## config.mk

```make
export PLATFORM = sky130hd
export DESIGN_NAME = mul_div_unit
export DESIGN_NICKNAME = d
export VERILOG_FILES = /design/src/rtl/mul_div_unit.sv
export SDC_FILE = /design/constraint.sdc
export NUM_CORES = 1
export LEC_CHECK = 0
export CAP_MARGIN = 10
export CORE_MARGIN = 3
export CORE_UTILIZATION = 30
export CTS_CLUSTER_DIAMETER = 50
export DETAILED_ROUTE_END_ITERATION = 8
export MAX_ROUTING_LAYER = met4
export PLACE_DENSITY = 0.5
export SLEW_MARGIN = 20
export SYNTH_ARGS = -nofsm -noshare
export SYNTH_HDL_FRONTEND = slang
export SYNTH_SLANG_ARGS = --single-unit
```

## constraint.sdc

```tcl
create_clock -name clk -period 12.3 [get_ports clk]
set_input_delay 1.845 -clock clk [delete_from_list [all_inputs] [get_ports clk]]
set_output_delay 1.845 -clock clk [all_outputs]
set_load 0.005 [all_outputs]
```

## src/rtl/mul_div_unit.sv

```systemverilog
// Iterative 64x64 multiply / unsigned divide unit, one radix-2 step per clock (64 steps per operation).
// Optional divider datapath is compiled in only when MULDIV_DIV_EN is defined.
module mul_div_unit (
    input  logic        clk,
    input  logic        reset,
    input  logic        start,
    input  logic [1:0]  op,
    input  logic [63:0] readData1,
    input  logic [63:0] readData2,
    input  logic [4:0]  rd,
    output logic        busy,
    output logic        done,
    output logic [63:0] writeData,
    output logic [4:0]  writeReg,
    output logic        RegWrite,
    output logic        err
);

    typedef enum logic [1:0] {
        S_IDLE = 2'd0,
        S_RUN  = 2'd1,
        S_DONE = 2'd2
    } state_t;

    state_t       r_state;
    logic [1:0]   r_op;
    logic [63:0]  r_b;
    logic [127:0] r_acc;
    logic [6:0]   r_cnt;

    // Multiply: r_acc = {partial_high, multiplier}; add B on the low bit, then shift right.
    logic [64:0]  w_mul_sum;
    logic [127:0] w_mul_next;
    logic [127:0] w_step;
    logic [63:0]  w_result;
    logic         w_unsup;

    assign w_mul_sum  = {1'b0, r_acc[127:64]} + (r_acc[0] ? {1'b0, r_b} : 65'd0);
    assign w_mul_next = {w_mul_sum, r_acc[63:1]};

`ifdef MULDIV_DIV_EN
    // Restoring divide: r_acc = {remainder, quotient/dividend}; B=0 naturally yields all-ones / A.
    logic [64:0]  w_div_trial;
    logic [127:0] w_div_next;

    assign w_div_trial = {r_acc[127:64], r_acc[63]} - {1'b0, r_b};
    assign w_div_next  = w_div_trial[64] ? {r_acc[126:0], 1'b0}
                                         : {w_div_trial[63:0], r_acc[62:0], 1'b1};
    assign w_step      = r_op[1] ? w_div_next : w_mul_next;
    assign w_unsup     = 1'b0;
`else
    assign w_step      = w_mul_next;
    assign w_unsup     = r_op[1];
`endif

    // MULHU and REMU both live in the upper half of the accumulator.
    assign w_result = r_op[0] ? w_step[127:64] : w_step[63:0];

    always_ff @(posedge clk or posedge reset) begin
        if (reset) begin
            r_state   <= S_IDLE;
            r_op      <= 2'd0;
            r_b       <= 64'd0;
            r_acc     <= 128'd0;
            r_cnt     <= 7'd0;
            busy      <= 1'b0;
            done      <= 1'b0;
            writeData <= 64'd0;
            writeReg  <= 5'd0;
            RegWrite  <= 1'b0;
            err       <= 1'b0;
        end else begin
            case (r_state)
                S_IDLE: begin
                    if (start) begin
                        r_state  <= S_RUN;
                        r_op     <= op;
                        r_b      <= readData2;
                        r_acc    <= {64'd0, readData1};
                        r_cnt    <= 7'd0;
                        writeReg <= rd;
                        busy     <= 1'b1;
                    end
                end
                S_RUN: begin
                    r_acc <= w_step;
                    r_cnt <= r_cnt + 7'd1;
                    if (w_unsup || r_cnt == 7'd63) begin
                        r_state   <= S_DONE;
                        done      <= 1'b1;
                        writeData <= w_unsup ? 64'd0 : w_result;
                        err       <= w_unsup;
                        RegWrite  <= !w_unsup && (writeReg != 5'd0);
                    end
                end
                S_DONE: begin
                    r_state  <= S_IDLE;
                    busy     <= 1'b0;
                    done     <= 1'b0;
                    RegWrite <= 1'b0;
                    err      <= 1'b0;
                end
                default: begin
                    r_state <= S_IDLE;
                    busy    <= 1'b0;
                    done    <= 1'b0;
                end
            endcase
        end
    end

endmodule

```

# ---- Yosys cells after proc, flatten, opt, wreduce, memory -nomap -nowiden
# Cells that the tools add are included.
dict set report op_classes {
  n_eq_ne 5
  n_mul 0
  n_addsub 2
  shift 0
  order_cmp 0
  bitwise 2
  muxes 18
  n_reduce_logical 14
  div 0
}
# cell count
set op_table {}
lappend op_table {{128-bit case mux with 2 select lines} 1}
lappend op_table {{64-bit two-way mux} 3}
lappend op_table {{128-bit two-way mux} 1}
lappend op_table {{64-bit by 64-bit adder with 65-bit output} 1}
lappend op_table {{7-bit case mux with 2 select lines} 1}
lappend op_table {{2-bit AND reduction} 7}
lappend op_table {{1-bit case mux with 2 select lines} 4}
lappend op_table {{7-bit by 1-bit adder with 7-bit output (second input constant)} 1}
lappend op_table {{7-bit by 6-bit == test with 1-bit output (second input constant)} 1}
lappend op_table {{7-bit two-way mux} 1}
lappend op_table {{5-bit nonzero test} 1}
lappend op_table {{1-bit two-way mux} 4}
lappend op_table {{2-bit two-way mux} 2}
lappend op_table {{2-bit inequality test (second input constant)} 2}
lappend op_table {{2-bit case mux with 2 select lines} 1}
lappend op_table {{2-bit nonzero test} 2}
lappend op_table {{2-bit by 1-bit == test with 1-bit output (second input constant)} 1}
lappend op_table {{2-bit == test (second input constant)} 1}
lappend op_table {{2-bit logical NOT} 1}
lappend op_table {{1-bit NOT} 2}
lappend op_table {{1-bit logical AND} 1}
lappend op_table {{1-bit logical NOT} 1}
lappend op_table {{1-bit logical OR} 1}
dict set report totals {
  romBits 0
  reg_bits 276
  ram_bits 0
  latch_bits 0
  mem_count 0
  out_inout_bits 73
  word_cells 52
}

# ---- Depth between registers and ports, before layout
dict set report logic_depth {
  ltp_word 4
  mapped_depth 16
  ltp_nobuf 14
}

# ---- Worst setup path before layout
# No wires, ideal clock.
dict set report synth_path {
  kind {register -> register}
  start {register r_acc[0]}
  end {register writeData[33]}
  path_buffers 1
  arrival_time_ps 3442
  slack_ps 8789
  stages_incl_launch_ff 16
  period_less_slack_ps 3511
  cell_sequence {dfrtp_1 clkbuf_1 and2_1 ha_1 inv_1 fa_1 nand2b_1 a21oi_1 o2111ai_1 a31oi_1 o21ai_1 and2_4 o31a_1 o31a_1 or4_1 nand3_1}
}
dict set report synth_between {
  elab_chain_cells 4
}
# element line_no
set synth_lines {}
lappend synth_lines {{from (decl)} 28} ;# logic [127:0] r_acc;
lappend synth_lines {{from (signal assigned)} 79} ;# r_acc <= {64'd0, readData1};
lappend synth_lines {{from (signal assigned)} 86} ;# r_acc <= w_step;
lappend synth_lines {{64-bit two-way mux} 38} ;# assign w_mul_sum = {1'b0, r_acc[127:64]} + (r_acc[0] ? {1'b0, r_b} : 65'd0);
lappend synth_lines {{64-bit by 64-bit adder with 65-bit output} 38}
lappend synth_lines {{64-bit two-way mux} 57} ;# assign w_result = r_op[0] ? w_step[127:64] : w_step[63:0];
lappend synth_lines {{64-bit two-way mux} 91} ;# writeData <= w_unsup ? 64'd0 : w_result;
lappend synth_lines {{to (signal assigned)} 91}
lappend synth_lines {{to (decl)} 13} ;# output logic [63:0] writeData,
# No other way between the ends.
# A chain may end at the register's enable or synchronous reset.

# ---- Final worst setup path
dict set report layout_path {
  start {register r_acc[0]}
  end {register writeData[49]}
}
# The elaborated chain is that of the path after synthesis.

==> results by group <==
Die
  • Num ports: ~210
  • Chip Width: about 240 microns
  • Initial Util: between 30% and 40%
  • Die height: around 240 microns
  • Core outline area: ~0.053 sq mm
  • Row cnt: 84
  • Die area: approximately 0.056 sq mm

Logic synthesis
  • Top-area cell type share of the netlist area: approximately 43%
  • Yosys cell types: 76
  • Main area contributors after synthesis: dfrtp_1, nand2_1, o21ai_0, ha_1, a21oi_1
  • Post-synth top flop: dfrtp_1
  • Syn_nets: 2010
  • Leading area contributor after synthesis: dfrtp_1
  • Fraction of registers with async set/reset: 100%
  • EDFF count, synth: 0
  • Average size of a mapped cell: just under 9 sq um
  • Sequential fraction of the synthesis area: roughly 43%
  • Syn Std Cell Area: ~0.016 sq mm
  • Synthesis Warnings: 0
  • Synthesized instance count: around 1800
  • Synth Register Bits: 276

GRT
  • GR Util All Layers: between 10% and 20%
  • Initial antenna violation count: 0
  • First-pass GRT wire length: between 80 and 90 mm
  • Largest net degree at the start of global routing: 82
  • Vias in the first global route: roughly 14000
  • Grt ovf: 0

Power
  • Power Internal: ~2.6 mW
  • Combinational Power Share: 42.0%
  • Clk network pwr share: about a quarter
  • Tot Pwr: 4.56 mW
  • P_sw: between 1.5 and 2 mW
  • Sw Ratio: a little over two fifths
  • Sequential power share: between 30% and 40%
  • VDD IR max: around 0.098 mV
  • Static leakage: 9.00 nW
  • Power Density: between 200 and 250 mW/mm^2

Clock network
  • Hold buffers post-CTS: 0
  • Post-CTS sizing: 0
  • Max Root-Sink Buffers: 3
  • Num CTS Buffers: just over 40
  • Clk pin slew, worst setup/hold paths: 0.05 ns
  • H-tree depth reported by CTS: 2
  • Post-CTS Setup Bufs: 0
  • Root buffer cell: clkbuf_16
  • Clk Latency, worst-skew pair: about 0.57 ns
  • # clock sinks: 276
  • CTS tree: done

Place
  • Placed cells: 2588
  • Count of input and output buffers: 210
  • Hpwl dp: approximately 38 mm
  • Placer congestion estimate: around 0.87

STA
  • Fin crit share: between 30% and 40%
  • Pins Over Slew Limit: 0
  • Setup skew after layout: between 0.015 and 0.02 ns
  • Number of setup violations in the final report: 0
  • Setup_tns: 0 ns
  • Worst-Margin Slew: between 0.9 and 1 ns
  • Hold Vio Cnt, Final: 0
  • Fin crit period: about 5 ns
  • Unrepaired setup endpoints after global routing: false
  • Relative slew slack: 34.5%
  • Worst hold slack: 0.465 ns
  • Fmax: approximately 0.20 GHz

Status
  • Status: complete, no violations

Detailed routing
  • DR WL/cell: 20.4 microns
  • DRT iter0 DRCs: about 1100
  • Drt first pass iters: 5
  • Total wire length: approximately 54 mm
  • Via/cell ratio: 5.29
  • Vias: ~14000
  • ANT nets after route: 0
  • DRC: 0

Setup path
  • Critical path type: register to register
  • Required @ worst endpoint: 12.75 ns
  • Crit start category: register
  • Worst EP arrival: between 5 and 6 ns
  • Crit-path max FO: 38
  • Crit path capture type: register

Cells and area
  • Util after Layout: between 30 and 40%
  • Syn-to-layout area delta: 24.7%
  • # diodes: 0
  • Layout cells sized above 1: ~6.4%
  • # nets final: roughly 2100
  • Finished Layout Cells: around 2700

Flow run
  • Max Cap Viol: 0

Min path
  • Hold Path Class: register to register
stage by stage:
step	worst slack (ns)	area, sq um
final	7.41	20000
after global routing	6.92	20000
after CTS	7.39	20000
after detailed placement	7.13	18700
after global placement	7.17	18700
after floorplan	2.85	16100
routing by layer:
layer  up-vias  global-route usage, %  share of wire, %
li1       6656                      -                 -
met1      6956                   26.9                47
met2       379                   29.8                45
met3        86                   2.99               4.7
met4         0                   5.68               2.3
met5         -                      -                 0
area by class of cell:
cell class              count  area (sq um)
inverters                  24          97.6
well taps                 688           861
flip-flops and latches    276          6910
clock inverters            21           233
multi-input cells        1373          8580
repair buffers            227          2230
clock buffers              50          1120
fillers                  5401         32700
power groups by stage:
stage / Combinational, mW / Clock (mW) / Sequential (mW)
final: 1.91 / 1.18 / 1.46
after detailed placement: 1.92 / 0 / 1.47
after CTS: 1.93 / 1.21 / 1.46
after global placement: 1.89 / 0 / 1.47
after floorplan: 1.42 / 0 / 1.36
after global routing: 2.13 / 1.25 / 1.51
kinds of logic (layout without fill, tap and decap cells):
| logic type | after synthesis | after routing | share of synthesized area (%) |
|---|---|---|---|
| and+or+nand+nor | 615 | 615 | 18.0 |
| AOI/OAI and AO/OA | 583 | 583 | 23.6 |
| DFF | 276 | 276 | 43.0 |
| buffers and inverters | 157 | 322 | 3.96 |
| adders and majority gates | 66 | 66 | 5.19 |
| xor gates and xnor gates | 61 | 61 | 3.33 |
| muxes | 48 | 48 | 2.99 |
cells in the mapped netlist (all sizes together) (11+ instances only):
library cell / number
a21o: 44
inv: 23
ha: 65
nand4: 24
clkbuf: 99
nand3: 21
a21oi: 126
dfrtp: 276
o21ai: 179
a31oi: 17
xor2: 23
a22o: 58
buf: 34
o21a: 11
mux2i: 48
a22oi: 68
xnor2: 38
and2: 66
nand2: 327
nor2: 65
nor2b: 71
registers in the layout (all words and copies together), names as in the netlist:
register   count
RegWrite       1
busy           1
done           1
err            1
r_acc        128
r_b           64
r_cnt          7
r_op           2
r_state        2
writeData     64
writeReg       5
layout by cell type (no fill, tap or decap), types with 23 or more instances in the layout:
master             n
nand2_1          327
dfrtp_1          273
clkdlybuf4s50_1  209
o21ai_0          174
a21oi_1          126
a22oi_1           68
nor2b_1           68
and2_1            65
ha_1              65
nor2_1            64
a22o_1            58
mux2i_1           48
a21o_1            44
clkbuf_16         41
xnor2_1           38
nand4_1           23
xor2_1            23
final timing paths:
kind	from	end	slack, ns	cells past startpoint
worst max-delay path	r_acc[0]$_DFFE_PP0P_	writeData[49]$_DFFE_PP0P_	7.41	15
worst min-delay path	r_b[45]$_DFFE_PP0P_	r_b[45]$_DFFE_PP0P_	0.47	2
worst max register to register	r_acc[0]$_DFFE_PP0P_	writeData[49]$_DFFE_PP0P_	7.41	15
worst min register to register	r_b[45]$_DFFE_PP0P_	r_b[45]$_DFFE_PP0P_	0.47	2
max in group asynchronous	reset	r_acc[92]$_DFFE_PP0P_	9.12	3
min in group asynchronous	reset	writeReg[0]$_DFFE_PP0P_	1.75	2
worst max-delay path, cell delays in order, from the launching register on:
cell and delay [ns]:
dfrtp_1 0.88, buf_4 0.45, and2_1 0.19, ha_1 0.19
inv_1 0.06, fa_1 0.40, nand2b_1 0.18, a21oi_1 0.26
o2111ai_1 0.24, a31oi_1 0.27, o21ai_1 0.12, and2_4 0.20
o21ai_0 0.60, a31oi_1 0.27, xnor2_1 0.21, a31o_2 0.24
No activity file was read; power rests on OpenSTA's default activity.
